File: config.mk
export PLATFORM = sky130hd
export DESIGN_NAME = prga_decrypt_fsm
export DESIGN_NICKNAME = d
export VERILOG_FILES = /design/src/rtl/rc4_pkg.sv /design/src/rtl/prga_char_check.sv /design/src/rtl/prga_decrypt_fsm.sv
export SDC_FILE = /design/constraint.sdc
export NUM_CORES = 1
export LEC_CHECK = 0
export BUFFER_PORTS_ARGS = -buffer_cell sky130_fd_sc_hd__buf_4
export CAP_MARGIN = 20
export CORE_MARGIN = 1
export CORE_UTILIZATION = 61
export CTS_CLUSTER_DIAMETER = 100
export DETAILED_ROUTE_END_ITERATION = 8
export PLACE_DENSITY_LB_ADDON = 0.15
export RECOVER_POWER = 100
export SETUP_SLACK_MARGIN = 0.15
export SLEW_MARGIN = 20
export SYNTH_ARGS = -nofsm -noshare
export SYNTH_HDL_FRONTEND = slang
export SYNTH_SLANG_ARGS = --single-unit
File: constraint.sdc
create_clock -name CLOCK_50 -period 2.8 [get_ports CLOCK_50]
set_input_delay 0.28 -clock CLOCK_50 [delete_from_list [all_inputs] [get_ports CLOCK_50]]
set_output_delay 0.28 -clock CLOCK_50 [all_outputs]
set_load 0.1 [all_outputs]
File: src/rtl/rc4_pkg.sv
// Shared RC4 definitions: PRGA state encoding, default message length and
// the character range a plaintext byte must fall in to be considered legal.
package rc4_pkg;

    localparam int unsigned MESSAGE_LENGTH_DEFAULT = 32;

    localparam logic [7:0] CHAR_A     = 8'h61;
    localparam logic [7:0] CHAR_Z     = 8'h7A;
    localparam logic [7:0] CHAR_SPACE = 8'h20;

    // One state per memory access; each byte walks StRdI..StWrOut (9 cycles)
    typedef enum logic [3:0] {
        StIdle,
        StRdI,
        StLdI,
        StRdJ,
        StLdJ,
        StWrI,
        StWrJ,
        StRdF,
        StLdF,
        StWrOut,
        StDone
    } prga_state_t;

endpackage

File: src/rtl/prga_char_check.sv
// Flags a byte as legal plaintext when it is lowercase a-z or a space.
module prga_char_check
    import rc4_pkg::*;
(
    input  logic [7:0] char_i,
    output logic       legal_o
);

    // Pure range/equality compare, no state
    always_comb begin
        legal_o = ((char_i >= CHAR_A) && (char_i <= CHAR_Z)) || (char_i == CHAR_SPACE);
    end

endmodule

File: src/rtl/prga_decrypt_fsm.sv
// RC4 PRGA + decrypt stage: walks the shuffled S memory, XORs the keystream
// with the encrypted ROM and writes plaintext to the output RAM, tracking
// whether every produced byte was a legal character.
module prga_decrypt_fsm
    import rc4_pkg::*;
#(
    parameter int unsigned MESSAGE_LENGTH = MESSAGE_LENGTH_DEFAULT,
    localparam int unsigned KW = (MESSAGE_LENGTH > 1) ? $clog2(MESSAGE_LENGTH) : 1
) (
    input  logic          CLOCK_50,
    input  logic          reset,
    input  logic          start,
    input  logic [7:0]    s_q,
    output logic [7:0]    s_address,
    output logic [7:0]    s_data,
    output logic          s_write_enable,
    output logic [KW-1:0] rom_address,
    input  logic [7:0]    rom_q,
    output logic [KW-1:0] ram_address,
    output logic [7:0]    ram_data,
    output logic          ram_write_enable,
    output logic          busy,
    output logic          done,
    output logic          message_valid
);

    localparam logic [KW-1:0] K_LAST = KW'(MESSAGE_LENGTH - 1);

    prga_state_t   state_q, state_d;
    logic [7:0]    i_q, i_d;
    logic [7:0]    j_q, j_d;
    logic [KW-1:0] k_q, k_d;
    logic [7:0]    si_q, si_d;
    logic [7:0]    sj_q, sj_d;
    logic [7:0]    f_q, f_d;
    logic [7:0]    enc_q, enc_d;
    logic          valid_q, valid_d;

    logic [7:0]    plain;
    logic          plain_legal;

    assign plain         = f_q ^ enc_q;
    assign rom_address   = k_q;
    assign message_valid = valid_q;

    prga_char_check u_char_check (
        .char_i  (plain),
        .legal_o (plain_legal)
    );

    // State and datapath registers; reset aborts any run in progress
    always_ff @(posedge CLOCK_50 or posedge reset) begin
        if (reset) begin
            state_q <= StIdle;
            i_q     <= '0;
            j_q     <= '0;
            k_q     <= '0;
            si_q    <= '0;
            sj_q    <= '0;
            f_q     <= '0;
            enc_q   <= '0;
            valid_q <= 1'b0;
        end else begin
            state_q <= state_d;
            i_q     <= i_d;
            j_q     <= j_d;
            k_q     <= k_d;
            si_q    <= si_d;
            sj_q    <= sj_d;
            f_q     <= f_d;
            enc_q   <= enc_d;
            valid_q <= valid_d;
        end
    end

    // Next-state, datapath updates and memory-port decode
    always_comb begin
        state_d          = state_q;
        i_d              = i_q;
        j_d              = j_q;
        k_d              = k_q;
        si_d             = si_q;
        sj_d             = sj_q;
        f_d              = f_q;
        enc_d            = enc_q;
        valid_d          = valid_q;
        s_address        = '0;
        s_data           = '0;
        s_write_enable   = 1'b0;
        ram_address      = '0;
        ram_data         = '0;
        ram_write_enable = 1'b0;
        busy             = 1'b1;
        done             = 1'b0;

        unique case (state_q)
            StIdle, StDone: begin
                busy = 1'b0;
                done = (state_q == StDone);
                if (start) begin
                    // RC4 pre-increments i, so the first byte uses i=1
                    i_d     = 8'd1;
                    j_d     = 8'd0;
                    k_d     = '0;
                    valid_d = 1'b1;
                    state_d = StRdI;
                end
            end
            StRdI: begin
                s_address = i_q;
                state_d   = StLdI;
            end
            StLdI: begin
                si_d    = s_q;
                j_d     = j_q + s_q;
                state_d = StRdJ;
            end
            StRdJ: begin
                s_address = j_q;
                state_d   = StLdJ;
            end
            StLdJ: begin
                sj_d    = s_q;
                state_d = StWrI;
            end
            StWrI: begin
                s_address      = i_q;
                s_data         = sj_q;
                s_write_enable = 1'b1;
                state_d        = StWrJ;
            end
            StWrJ: begin
                // i==j writes the same value twice, leaving S unchanged
                s_address      = j_q;
                s_data         = si_q;
                s_write_enable = 1'b1;
                state_d        = StRdF;
            end
            StRdF: begin
                s_address = si_q + sj_q;
                state_d   = StLdF;
            end
            StLdF: begin
                f_d     = s_q;
                enc_d   = rom_q;
                state_d = StWrOut;
            end
            StWrOut: begin
                ram_address      = k_q;
                ram_data         = plain;
                ram_write_enable = 1'b1;
                if (!plain_legal) begin
                    valid_d = 1'b0;
                end
                if (k_q == K_LAST) begin
                    state_d = StDone;
                end else begin
                    k_d     = k_q + KW'(1);
                    i_d     = i_q + 8'd1;
                    state_d = StRdI;
                end
            end
            default: begin
                state_d = StIdle;
            end
        endcase
    end

endmodule

==> run metrics, run 1 <==
Mapped Area between 3000 and 4000 sq um; status complete, no violations; Placer Congestion about 0.86; total CTS buffers 9; DR pass1 iterations 5; Worst Skew between 8 and 9 ps; Die Y-Extent around 77 um; core box area around 5500 sq um; Synth Area in Simple Gates around 18%; Root Driver clkbuf_8; CP required roughly 2500 ps; asr flop ratio synth 100%; share of cells above drive strength 1 between 20% and 30%; most area-hungry cell type in the Yosys netlist dfrtp_1; Area Overhead vs Synth 17.2%; post-synthesis sequential area ratio between 40% and 50%; Final TNS setup 0 ps; Synth top cells by count 58 x dfrtp_1, 43 x nand2_1, 36 x nor2_1; drt total wl just over 8000 um; Fin. Hold Viols 0; fillers about 440; Reg area roughly 1500 sq um; initial antenna violation count 0; distinct cell type count after synthesis 48; XOR/XNOR share of the synthesized area ~7.6%; CP startpoint kind flip-flop; Detailed Place HPWL around 5900 um; net count reported at finish roughly 460; Setup Crit Path Kind flip-flop to output pin; Rel. slew slack 22.7%; Synth area leaders dfrtp_1 42%, ha_1 6.2%, mux2_2 4.9%, nand2_1 4.7%, xnor2_1 4.6%; Max Slew Vio Count 0; Yosys top cell area share 42.1%; Initial Utilization a little over three fifths; Mapped Nets 394; Top FF cell, synth dfrtp_1; count of final setup violators 0; vias roughly 2900; DIE WIDTH around 77 um; Iter 0 DRT Violations 204; maximum clock rate between 300 and 400 MHz; Crit. End Element output pin; number of max-cap violations 0; CTS tree done; die area 5960 sq um; grt ovf 0; post-synthesis mux area share roughly 8.5%; Synth Area in Compound Gates around an eighth; largest net degree at the start of global routing 32; RSZ-0062 raised after global routing false; critical path peak fanout 13; CP arrival ~2300 ps; cells after synthesis 356; Synth Warn # 0; worst skew pair latency approximately 330 ps; first-pass GRT wire length 13700 um; vias in the first global route roughly 2800; clock tree buffer depth 2; r2r worst-path depth 4; wire length per cell approximately 17 um; DRC 0; most frequent cell after synthesis dfrtp_1; io pins slightly below 60; Via density between 5 and 6; Final ANT Viol Nets 0; hold path cells 2; largest family of logic cells by synthesized area simple AND/OR/NAND/NOR gates; Synth Area in Adders between 7 and 8%; Avg Cell Area, Syn slightly below 10 sq um; min Tclk post-route between 2000 and 3000 ps; period utilization between 90 and 100%; port bufs between 50 and 60; postcts setup bufs 0; class of the worst hold path primary input to flip-flop; sinks on the clock net 58; row count 27; flops & latches, synth 58; Diodes inserted 0; Multi-input gate area about 1900 sq um; H-tree Lvls 3; overall routing resource usage 30.2%; Reg clk slew, reported paths roughly 70 ps; Post-synth EDFFs 0; Worst-Margin Slew between 1000 and 1500 ps
-- cells by family after synthesis --
family / count (synthesis)
buf+inv: 26
mux: 26
fa+ha+maj: 19
compound gates: 68
flops: 58
simple gates: 129
xor+xnor: 30
-- sequential cells by signal (all words and copies together), names as in the netlist --
| register | cells |
|---|---|
| enc_q | 8 |
| f_q | 8 |
| i_q | 8 |
| j_q | 8 |
| si_q | 8 |
| sj_q | 8 |
| rom_address | 5 |
| state_q | 4 |
| message_valid | 1 |
-- cell type report --
class,count,share of cell area [%]
clock buffer,13,3.69
clock inverter,2,0.929
inverter,9,0.836
multi-input combinational,272,46.9
sequential,58,35.9
tap,72,2.23
timing repair buffer,67,9.45
-- timing repair --
action | in CTS | in global routing
resized for setup | 1 | 5
setup endpoints to repair | 1 | 2
pin swaps | 0 | 1
hold buffers | 0 | 0
-- per-stage QoR --
| stage | setup slack, ps | hold WS (ps) | instances | util [%] | instance area (sq um) |
|---|---|---|---|---|---|
| after floorplan | 150 | 385 | 356 | - | 3470 |
| after global placement | 529 | 409 | 478 | 72.7 | 3980 |
| after detailed placement | 491 | 418 | 478 | 72.7 | 3980 |
| after CTS | 155 | 56.2 | 493 | 76.2 | 4170 |
| after global routing | 82.5 | 160 | 493 | 73.8 | 4040 |
| final | 199 | 160 | 493 | 73.8 | 4040 |
-- critical path: stages (launching register included) --
cell and delay [ps]:
dfrtp_1 630, nand2_1 190, or2_0 390, nor2_1 170, a221o_1 150, clkbuf_2 460
-- metal layers --
layer | wire length (um) | part of all wire [%] | up-vias | GRT usage, %
met5 | 0 | 0 | - | 0
met4 | 160 | 2.0 | 0 | 12.1
met3 | 309 | 3.8 | 12 | 5.36
met2 | 4190 | 51 | 71 | 49.7
met1 | 3540 | 43 | 1429 | 39.2
li1 | - | - | 1378 | -
-- path summary, 6_finish.rpt --
kind,slack [ps],to,start
worst max-delay path,200,s_address[2],state_q[0]$_DFFE_PP0P_
worst min-delay path,160,enc_q[2]$_DFFE_PP0P_,rom_q[2]
worst max register to register,600,f_q[1]$_DFFE_PP0P_,state_q[2]$_DFFE_PP0P_
worst min register to register,510,enc_q[2]$_DFFE_PP0P_,enc_q[2]$_DFFE_PP0P_
max in group asynchronous,1240,i_q[3]$_DFFE_PP0P_,reset
min in group asynchronous,250,enc_q[5]$_DFFE_PP0P_,reset
-- cell usage in the layout, fill, tap and decap left out, types with 12 or more instances in the layout --
master    count
a22oi_1      13
ha_1         16
clkbuf_2     29
o21ai_0      15
clkbuf_1     16
nand2_1      44
xnor2_1      18
xor2_1       12
buf_4        22
nand3_1      12
a21oi_1      16
dfrtp_1      58
nor2_1       36
mux2_2       15
Power of run 1 is not shown: default switching activity piles up to over one toggle a cycle in this logic, so the estimate is an artifact.
==> run 2: changes to the inputs <==
Clock period 2.8 ns to 3.3 ns, I/O delays scaled along.
==> run 2 against run 1 <==
Effect of this change: highest routed layer unchanged; worst setup slack gained 200 ps; critical path depth is the same; cell count shrank 1.2%; sequential cell count is the same; final area shrank 2.9%; clock skew is essentially flat; sequential share of layout area grew 1.1 points; the flow now finishes with violations (max-capacitance violations, max-slew violations); critical path type unchanged.
==> run metrics, run 2 (same netlist as run 1, synthesis figures left out) <==
status complete, but fails checks (was complete, no violations); violated checks max-capacitance violations, max-slew violations; sinks on the clock net 58 (unchanged); Setup Crit Path Kind flip-flop to output pin (unchanged); largest net degree at the start of global routing 45 (was 32); Detailed Place HPWL 5520 um (was 5910 um); core box area 5470 sq um (unchanged); Layout Cells excl Fill 487 (was 493); Max Slew Vio Count 45 (was 0); Initial Utilization 63.0% (unchanged); Crit. End Element output pin (unchanged); period utilization about nine tenths; DRC 0 (unchanged); dpl cells 471 (was 478); grt ovf 0 (unchanged); clock tree buffer depth 2 (unchanged); drt total wl 7760 um (was 8190 um); worst reg2reg endpoint i_q[4]$_DFFE_PP0P_ (was f_q[1]$_DFFE_PP0P_); first-pass GRT wire length 12800 um (was 13700 um); overall routing resource usage 28.4% (was 30.2%); net count reported at finish 448 (was 455); die area 5960 sq um (unchanged); initial antenna violation count 0 (unchanged); Root Driver clkbuf_8 (unchanged); worst hold path endpoint enc_q[1]$_DFFE_PP0P_ (was enc_q[2]$_DFFE_PP0P_); port bufs 57 (unchanged); commonest non-fill, non-tap cell in the layout dfrtp_1 (unchanged); worst skew pair latency 340 ps (was 330 ps); Fin. Hold Viols 0 (unchanged); CP arrival 2580 ps (was 2320 ps); CTS tree done (unchanged); Placer Congestion 0.957 (was 0.863); Worst Skew 8.50 ps (was 8.62 ps); Hold Path Origin rom_q[1] (was rom_q[2]); fillers 433 (was 439); H-tree Lvls 3 (unchanged); CP startpoint kind flip-flop (unchanged); CP required 2970 ps (was 2520 ps); vias 2809 (was 2890); Diodes inserted 0 (unchanged); Reg2Reg Setup Slack 590 ps (was 600 ps); DIE WIDTH 77.2 um (unchanged); Reg clk slew, reported paths 80 ps (was 70 ps); io pins 58 (unchanged); count of final setup violators 0 (unchanged); Iter 0 DRT Violations 222 (was 204); RSZ-0062 raised after global routing false (unchanged); worst r2r src state_q[0]$_DFFE_PP0P_ (was state_q[2]$_DFFE_PP0P_); postcts setup bufs 0 (unchanged); DR pass1 iterations 5 (unchanged); class of the worst hold path primary input to flip-flop (unchanged); number of buffers inserted by hold repair at cts 0 (unchanged); number of max-cap violations 1 (was 0); hold path cells 2 (unchanged); cts repair resizes 0 (was 1); maximum clock rate between 300 and 400 MHz; Worst-Margin Slew 1650 ps (was 1170 ps); Rel. slew slack -10.2% (was 22.7%); critical path peak fanout 13 (unchanged); commonest cells after routing, fill and taps aside 58 x dfrtp_1, 43 x nand2_1, 37 x nor2_1, 27 x clkbuf_2 (was 58 x dfrtp_1, 44 x nand2_1, 36 x nor2_1, 29 x clkbuf_2, 22 x buf_4); Area Overhead vs Synth 13.8% (was 17.2%); vias in the first global route 2657 (was 2844); share of cells above drive strength 1 19.3% (was 22.8%); Via density 5.77 (was 5.86); Final TNS setup 0 ps (unchanged); wire length per cell 15.9 um (was 16.6 um); Die Y-Extent 77.2 um (unchanged); min Tclk post-route around 2900 ps; row count 27 (unchanged); r2r worst-path depth 5 (was 4); Final ANT Viol Nets 0 (unchanged); total CTS buffers 9 (unchanged)
run 2: cell count changes in the layout (fill, tap and decap cells not counted), moves of 3 or more:
cell / delta
and2_1: +5
and2_2: -5
buf_4: -4
clkinv_2: +3
o21ai_1: +4
o21ai_2: -4
run 2: metal layers:
layer / wire length (um) / vias to the layer above / track usage [%]
met1: 3520 / 1358 / 37.9
li1: - / 1362 / -
met2: 3670 / 73 / 44.3
met4: 203 / 0 / 13.8
met5: 0 / - / 0
met3: 372 / 16 / 5.24
run 2: worst max path at each step:
stage                           start             end  depth (start not counted)
6_report       state_q[3]$_DFFE_PP0P_    s_address[2]                          5
5_1_grt        state_q[3]$_DFFE_PP0P_    s_address[2]                          5
4_1_cts        state_q[0]$_DFFE_PP0P_  ram_address[4]                          4
3_5_place_dp   state_q[0]$_DFFE_PP0P_  ram_address[4]                          4
3_3_place_gp      si_q[0]$_DFFE_PP0P_    s_address[6]                          8
2_1_floorplan     si_q[0]$_DFFE_PP0P_    s_address[4]                          6
run 2: final cells by class:
class	instances	area [sq um]	share of cell area (%)
multi-input cells	272	1850	47.1
flip-flops and latches	58	1450	37.0
repair buffers	60	330	8.42
well taps	72	90.1	2.30
clock buffers	9	124	3.16
clock inverters	7	46.3	1.18
inverters	9	33.8	0.862
run 2: stage by stage:
stage | utilization (%) | setup slack [ps] | instance area, sq um | hold WS, ps
global route | 71.7 | 206 | 3920 | 190
detailed placement | 71.4 | 908 | 3910 | 502
finish | 71.7 | 395 | 3920 | 195
CTS | 74.5 | 524 | 4080 | 186
floorplan | - | 274 | 3450 | 435
global placement | 71.4 | 974 | 3910 | 490
run 2: worst max-delay path, stage by stage, from the launching register on:
cell and delay (ps):
dfrtp_1 540, nand2b_1 460, or2_0 450, nor2_1 110, a221o_1 300, clkbuf_2 380
Power of run 2 is left out for the same reason.
